[src/rtl/seq101_frame_ctrl.sv]
// seq101_frame_ctrl: loads a frame of up to DATA_W bits, shifts it MSB first
// through a Moore "101" detector, and reports the overlapping hit count.
// Optional feature: define SEQ101_FRAME_CTRL_ABORT_EN to add abort/aborted ports.
module seq101_frame_ctrl #(
  parameter int unsigned DATA_W = 16,
  parameter int unsigned LEN_W  = 5,
  parameter int unsigned CNT_W  = 5
) (
  input  logic              clk,
  input  logic              rst,
  input  logic              start,
  input  logic [LEN_W-1:0]  frame_len,
  input  logic [DATA_W-1:0] data_in,
`ifdef SEQ101_FRAME_CTRL_ABORT_EN
  input  logic              abort,
  output logic              aborted,
`endif
  output logic              busy,
  output logic              done,
  output logic [CNT_W-1:0]  match_cnt,
  output logic              det_bit,
  output logic              det_hit
);

  localparam int unsigned IDX_W  = (DATA_W > 1) ? $clog2(DATA_W) : 1;
  localparam int unsigned ELEN_W = $clog2(DATA_W + 1);

  typedef enum logic [1:0] {
    ST_IDLE  = 2'd0,
    ST_SHIFT = 2'd1,
    ST_FLUSH = 2'd2,
    ST_DONE  = 2'd3
  } state_e;

  typedef enum logic [1:0] {
    DET_ZERO       = 2'd0,
    DET_ONE        = 2'd1,
    DET_ONEZERO    = 2'd2,
    DET_ONEZEROONE = 2'd3
  } det_e;

  state_e              state_q, state_d;
  det_e                det_q, det_d;
  logic [DATA_W-1:0]   data_q, data_d;
  logic [IDX_W-1:0]    idx_q, idx_d;
  logic [CNT_W-1:0]    cnt_q, cnt_d;
  logic [CNT_W-1:0]    match_cnt_q, match_cnt_d;
  logic                busy_q, busy_d;
  logic                done_q, done_d;
  logic                det_bit_q, det_bit_d;
  logic                det_hit_q, det_hit_d;
  logic                det_clr;
  logic                aborted_q, aborted_d;
  logic                abort_req;

  logic [ELEN_W-1:0]   eff_len_c;
  logic [IDX_W-1:0]    first_idx_c;
  logic [CNT_W-1:0]    cnt_sat_c;
  logic                hit_cnt_c;

`ifdef SEQ101_FRAME_CTRL_ABORT_EN
  assign abort_req = abort;
  assign aborted   = aborted_q;
`else
  assign abort_req = 1'b0;
`endif

  // Effective frame length: zero or oversize requests fall back to DATA_W
  always_comb begin
    eff_len_c = ELEN_W'(DATA_W);
    if ((frame_len != '0) && (32'(frame_len) <= DATA_W)) begin
      eff_len_c = ELEN_W'(frame_len);
    end
    first_idx_c = IDX_W'(eff_len_c - ELEN_W'(1));
  end

  // Saturating hit counter increment, counted only while a frame is in flight
  always_comb begin
    cnt_sat_c = (cnt_q == '1) ? cnt_q : cnt_q + CNT_W'(1);
    hit_cnt_c = det_hit_q && ((state_q == ST_SHIFT) || (state_q == ST_FLUSH));
  end

  // Frame FSM next-state and datapath
  always_comb begin
    state_d     = state_q;
    data_d      = data_q;
    idx_d       = idx_q;
    cnt_d       = cnt_q;
    match_cnt_d = match_cnt_q;
    det_bit_d   = 1'b0;
    det_clr     = 1'b0;
    aborted_d   = aborted_q;

    case (state_q)
      ST_IDLE: begin
        if (start) begin
          data_d    = data_in;
          idx_d     = first_idx_c;
          det_bit_d = data_in[first_idx_c];
          cnt_d     = '0;
          det_clr   = 1'b1;
          aborted_d = 1'b0;
          state_d   = ST_SHIFT;
        end
      end
      ST_SHIFT: begin
        if (hit_cnt_c) begin
          cnt_d = cnt_sat_c;
        end
        if (abort_req) begin
          aborted_d = 1'b1;
          state_d   = ST_DONE;
        end else if (idx_q == '0) begin
          state_d = ST_FLUSH;
        end else begin
          idx_d     = idx_q - IDX_W'(1);
          det_bit_d = data_q[idx_d];
        end
      end
      ST_FLUSH: begin
        if (hit_cnt_c) begin
          cnt_d = cnt_sat_c;
        end
        if (abort_req) begin
          aborted_d = 1'b1;
        end
        state_d = ST_DONE;
      end
      ST_DONE: begin
        state_d = ST_IDLE;
      end
      default: begin
        state_d = ST_IDLE;
      end
    endcase

    if (state_d == ST_DONE) begin
      match_cnt_d = cnt_d;
    end
  end

  // Moore "101" detector fed by the registered serial bit
  always_comb begin
    det_d = det_q;
    if (det_clr) begin
      det_d = DET_ZERO;
    end else begin
      case (det_q)
        DET_ZERO:       det_d = det_bit_q ? DET_ONE        : DET_ZERO;
        DET_ONE:        det_d = det_bit_q ? DET_ONE        : DET_ONEZERO;
        DET_ONEZERO:    det_d = det_bit_q ? DET_ONEZEROONE : DET_ZERO;
        DET_ONEZEROONE: det_d = det_bit_q ? DET_ONE        : DET_ONEZERO;
        default:        det_d = DET_ZERO;
      endcase
    end
    det_hit_d = (det_d == DET_ONEZEROONE);
    busy_d    = (state_d != ST_IDLE);
    done_d    = (state_d == ST_DONE);
  end

  // State and output registers with synchronous active-low reset
  always_ff @(posedge clk) begin
    if (!rst) begin
      state_q     <= ST_IDLE;
      det_q       <= DET_ZERO;
      data_q      <= '0;
      idx_q       <= '0;
      cnt_q       <= '0;
      match_cnt_q <= '0;
      busy_q      <= 1'b0;
      done_q      <= 1'b0;
      det_bit_q   <= 1'b0;
      det_hit_q   <= 1'b0;
      aborted_q   <= 1'b0;
    end else begin
      state_q     <= state_d;
      det_q       <= det_d;
      data_q      <= data_d;
      idx_q       <= idx_d;
      cnt_q       <= cnt_d;
      match_cnt_q <= match_cnt_d;
      busy_q      <= busy_d;
      done_q      <= done_d;
      det_bit_q   <= det_bit_d;
      det_hit_q   <= det_hit_d;
      aborted_q   <= aborted_d;
    end
  end

  assign busy      = busy_q;
  assign done      = done_q;
  assign match_cnt = match_cnt_q;
  assign det_bit   = det_bit_q;
  assign det_hit   = det_hit_q;

endmodule
[config.mk]
export PLATFORM = sky130hd
export DESIGN_NAME = seq101_frame_ctrl
export DESIGN_NICKNAME = d
export VERILOG_FILES = /design/src/rtl/seq101_frame_ctrl.sv
export SDC_FILE = /design/constraint.sdc
export NUM_CORES = 1
export LEC_CHECK = 0
export ABC_AREA = 1
export CAP_MARGIN = 20
export CORE_MARGIN = 8
export CORE_UTILIZATION = 55
export CTS_BUF_LIST = sky130_fd_sc_hd__clkbuf_8
export DETAILED_ROUTE_END_ITERATION = 10
export DONT_BUFFER_PORTS = 1
export GPL_TIMING_DRIVEN = 1
export PLACE_DENSITY_LB_ADDON = 0.05
export SETUP_SLACK_MARGIN = 0.1
export SYNTH_ARGS = -nofsm -noshare
export SYNTH_HDL_FRONTEND = slang
export SYNTH_SLANG_ARGS = --single-unit
[constraint.sdc]
create_clock -name clk -period 2.5 [get_ports clk]
set_clock_uncertainty 0.2 [all_clocks]
set_input_delay 0.5 -clock clk [delete_from_list [all_inputs] [get_ports clk]]
set_output_delay 0.5 -clock clk [all_outputs]
set_load 0.01 [all_outputs]
==> impl_metrics.env <==
export IMPL_hold_depth=2
export IMPL_path_cells="inv_2 > ha_1 > o21ai_0 > o22ai_1 > nor2_1 > o21ai_0 > nand2_1 > a21oi_2"
export IMPL_routed_via_density=5.35
export IMPL_drive_gt1_share_pct=7.47
export IMPL_synth_area_leaders="dfxtp_1 (36%), nand2_1 (9.1%), nor2_1 (8.8%)"
export IMPL_cts_buffers=5
export IMPL_timing_rr_end="det_bit$_SDFF_PN0_"
export IMPL_post_dp_hpwl_um=3740
export IMPL_min_to="done$_SDFF_PN0_"
export IMPL_cts_hold_buf=0
export IMPL_reg2reg_from="idx_q[0]$_SDFFE_PN0P_"
export IMPL_firstDrtPassIters=4
export IMPL_cpMostUsedCell="o21ai_0"
export IMPL_portBuffers=0
export IMPL_grt_overflow=0
export IMPL_cts_clk_slew_worst_paths_ps=80
export IMPL_tns_ps=0
export IMPL_post_cts_resized=0
export IMPL_setup_viol=0
export IMPL_route_detailed_wl_per_inst_um=13.6
export IMPL_vias=1905
export IMPL_synth_top_area_share_pct=36.2
export IMPL_final_max_slew_viol_count=0
export IMPL_slew_headroom_pct=54.4
export IMPL_drc_errors=0
export IMPL_ys_ff_latch=38
export IMPL_die_w_um=77.8
export IMPL_fp_dieArea_um2=6060
export IMPL_drt_wl_total_um=4830
export IMPL_required_ps=2530
export IMPL_critPathSlowestCell="dfxtp_1"
export IMPL_timing_final_hold_violations=0
export IMPL_grtUsageTotal_pct=16.7
export IMPL_ir_drop_v=0.000272
export IMPL_post_route_util_pct=60.2
export IMPL_antenna_found_initial=0
export IMPL_area_delta_synth_final_pct=4.76
export IMPL_syn_area_um2=2100
export IMPL_grt_max_degree=26
export IMPL_cts_tree="done"
export IMPL_worstMarginPinSlew_ps=683
export IMPL_seq_area_frac_synth_pct=36.2
export IMPL_ant_nets=0
export IMPL_fmax_mhz=479
export IMPL_cts_htree_levels=2
export IMPL_crit_arrival_ps=2110
export IMPL_clock_sinks=38
export IMPL_root_buffer="clkbuf_8"
export IMPL_cts_setup_buffers=0
export IMPL_drtIter0Drc=141
export IMPL_syn_nets=339
export IMPL_die_y_um=77.8
export IMPL_post_route_min_period_ps=2090
export IMPL_grt_first_pass_wirelength_um=8420
export IMPL_ys_warn_count=0
export IMPL_synth_top_area_cell="dfxtp_1"
export IMPL_path_max_fanout=11
export IMPL_first_global_vias=1902
export IMPL_worstRegToRegCells=8
export IMPL_initial_utilization_pct=57.4
export IMPL_syn_inst=309
export IMPL_hp_class="in -> reg"
export IMPL_power_density_nw_per_um2=652
export IMPL_endpoint_kind="flip-flop"
export IMPL_leakage_nw=1.02
export IMPL_yosys_cell_types_count=30
export IMPL_finalPower_mw=1.44
export IMPL_clk_insertion_delay_late_ps=290
export IMPL_critPathLaunchType="flip-flop"
export IMPL_antennaDiodeCount=0
export IMPL_rrSetupSlack_ps=410
export IMPL_outcome="complete, no violations"
export IMPL_core_area_um2=3660
export IMPL_finalNetCount=337
export IMPL_maxCapViolations=0
export IMPL_fin_crit_sh_pct=83.5
export IMPL_crit_type="reg -> reg"
export IMPL_gp_congestion=0.845
export IMPL_syn_avg_cell_area_um2=6.80
export IMPL_row_count=22
export IMPL_rsz0062_at_grt="no"
export IMPL_max_stage_delay_ps=480
export IMPL_min_from="rst"
export IMPL_io_pins=33
export IMPL_cts_path_max_buffers=2
## report_power, final
part / total [mW] / internal [mW] / switching, mW
clock: 0.431 / 0.218 / 0.213
combinational: 0.318 / 0.117 / 0.201
sequential: 0.686 / 0.651 / 0.0349
## layer usage
metal  global-route usage, %  routed length [um]  up-vias
met2                    27.3                2210       41
met1                    20.3                2220      857
met4                    4.91                  42        0
met3                    5.30                 356        5
met5                       0                   0        -
li1                        -                   -     1002
## worst max path at each step
stage                          start            endpoint  slack [ps]  depth (start not counted)
2_1_floorplan  idx_q[0]$_SDFFE_PN0P_  det_bit$_SDFF_PN0_         550                         12
3_3_place_gp   idx_q[0]$_SDFFE_PN0P_  det_bit$_SDFF_PN0_         520                          9
3_5_place_dp   idx_q[0]$_SDFFE_PN0P_  det_bit$_SDFF_PN0_         460                          8
4_1_cts        idx_q[0]$_SDFFE_PN0P_  det_bit$_SDFF_PN0_         450                          8
5_1_grt        idx_q[0]$_SDFFE_PN0P_  det_bit$_SDFF_PN0_         190                          9
6_report       idx_q[0]$_SDFFE_PN0P_  det_bit$_SDFF_PN0_         410                          8
## final cells by class
cell class | count | area [um^2]
timing repair buffer | 1 | 7.51
multi-input combinational | 213 | 1100
fill | 351 | 1460
clock buffer | 6 | 82.6
sequential | 38 | 761
inverter | 48 | 180
clock inverter | 2 | 8.76
tap | 48 | 60.1
## worst max-delay path: cells and delay by family, from the launching register on
kind	cells	cell delay, ps
AO/OA/AOI/OAI	4	610
AND/OR/NAND/NOR	2	150
flip-flops	1	480
adder cells (fa/ha/maj)	1	440
buffers and inverters	1	150
## cells by family (layout without fill, tap and decap cells)
kind of cell               after synthesis  in the layout  synth area share (%)
and+or+nand+nor                        131            131                  27.5
AOI/OAI and AO/OA                       72             72                  19.6
buffers and inverters                   58             57                  11.4
DFF                                     38             38                  36.2
adders and majority gates                6              6                  3.57
xor gates and xnor gates                 3              3                  1.25
muxes                                    1              1                 0.476
## layout by cell type, fill, tap and decap left out, types with 2 or more instances in the layout
master | synthesis | routed
inv_1 | 46 | 47
nand2_2 | 6 | 6
o21ai_0 | 35 | 35
nand4_1 | 6 | 6
nand3_2 | 5 | 5
o22ai_1 | 4 | 4
o211ai_1 | 9 | 9
nand2_1 | 51 | 51
ha_1 | 6 | 6
inv_2 | 2 | 2
a221oi_1 | 3 | 3
nand3_1 | 12 | 12
xor2_1 | 2 | 2
clkbuf_8 | 1 | 6
dfxtp_1 | 38 | 38
a21oi_1 | 15 | 15
nor2_1 | 49 | 49
## registers in the layout, indices dropped and copies added, names as in the netlist
signal     flops
busy           1
cnt_q          5
data_q        16
det_bit        1
det_hit        1
det_q          2
done           1
idx_q          4
match_cnt      5
state_q        2
## metrics by stage
stage / setup slack [ps] / instance area (um^2) / cells / hold WS [ps]
after detailed placement: 458 / 2110 / 348 / 221
final: 412 / 2200 / 356 / 115
after CTS: 447 / 2200 / 356 / 110
after global routing: 190 / 2200 / 356 / 107
after global placement: 519 / 2110 / 348 / 226
after floorplan: 545 / 2100 / 309 / 208
## synthesized netlist by cell type
master     n
a21oi_1   15
nand3_2    5
o211ai_1   9
a21oi_2    1
inv_1     46
dfxtp_1   38
nand3_1   12
a31oi_1    1
clkbuf_8   1
buf_6      1
nand2_2    6
o21bai_1   1
nand4_1    6
ha_1       6
o21ai_0   35
buf_2      3
xor2_1     2
o22a_1     1
nor2_4     1
clkbuf_1   5
nand2_1   51
a221oi_1   3
o22ai_1    4
inv_2      2
nor2_1    49
o21ai_1    1
mux2i_1    1
a22oi_1    1
nor4_1     1
xnor2_1    1
Power figures use the tool's default switching activity.
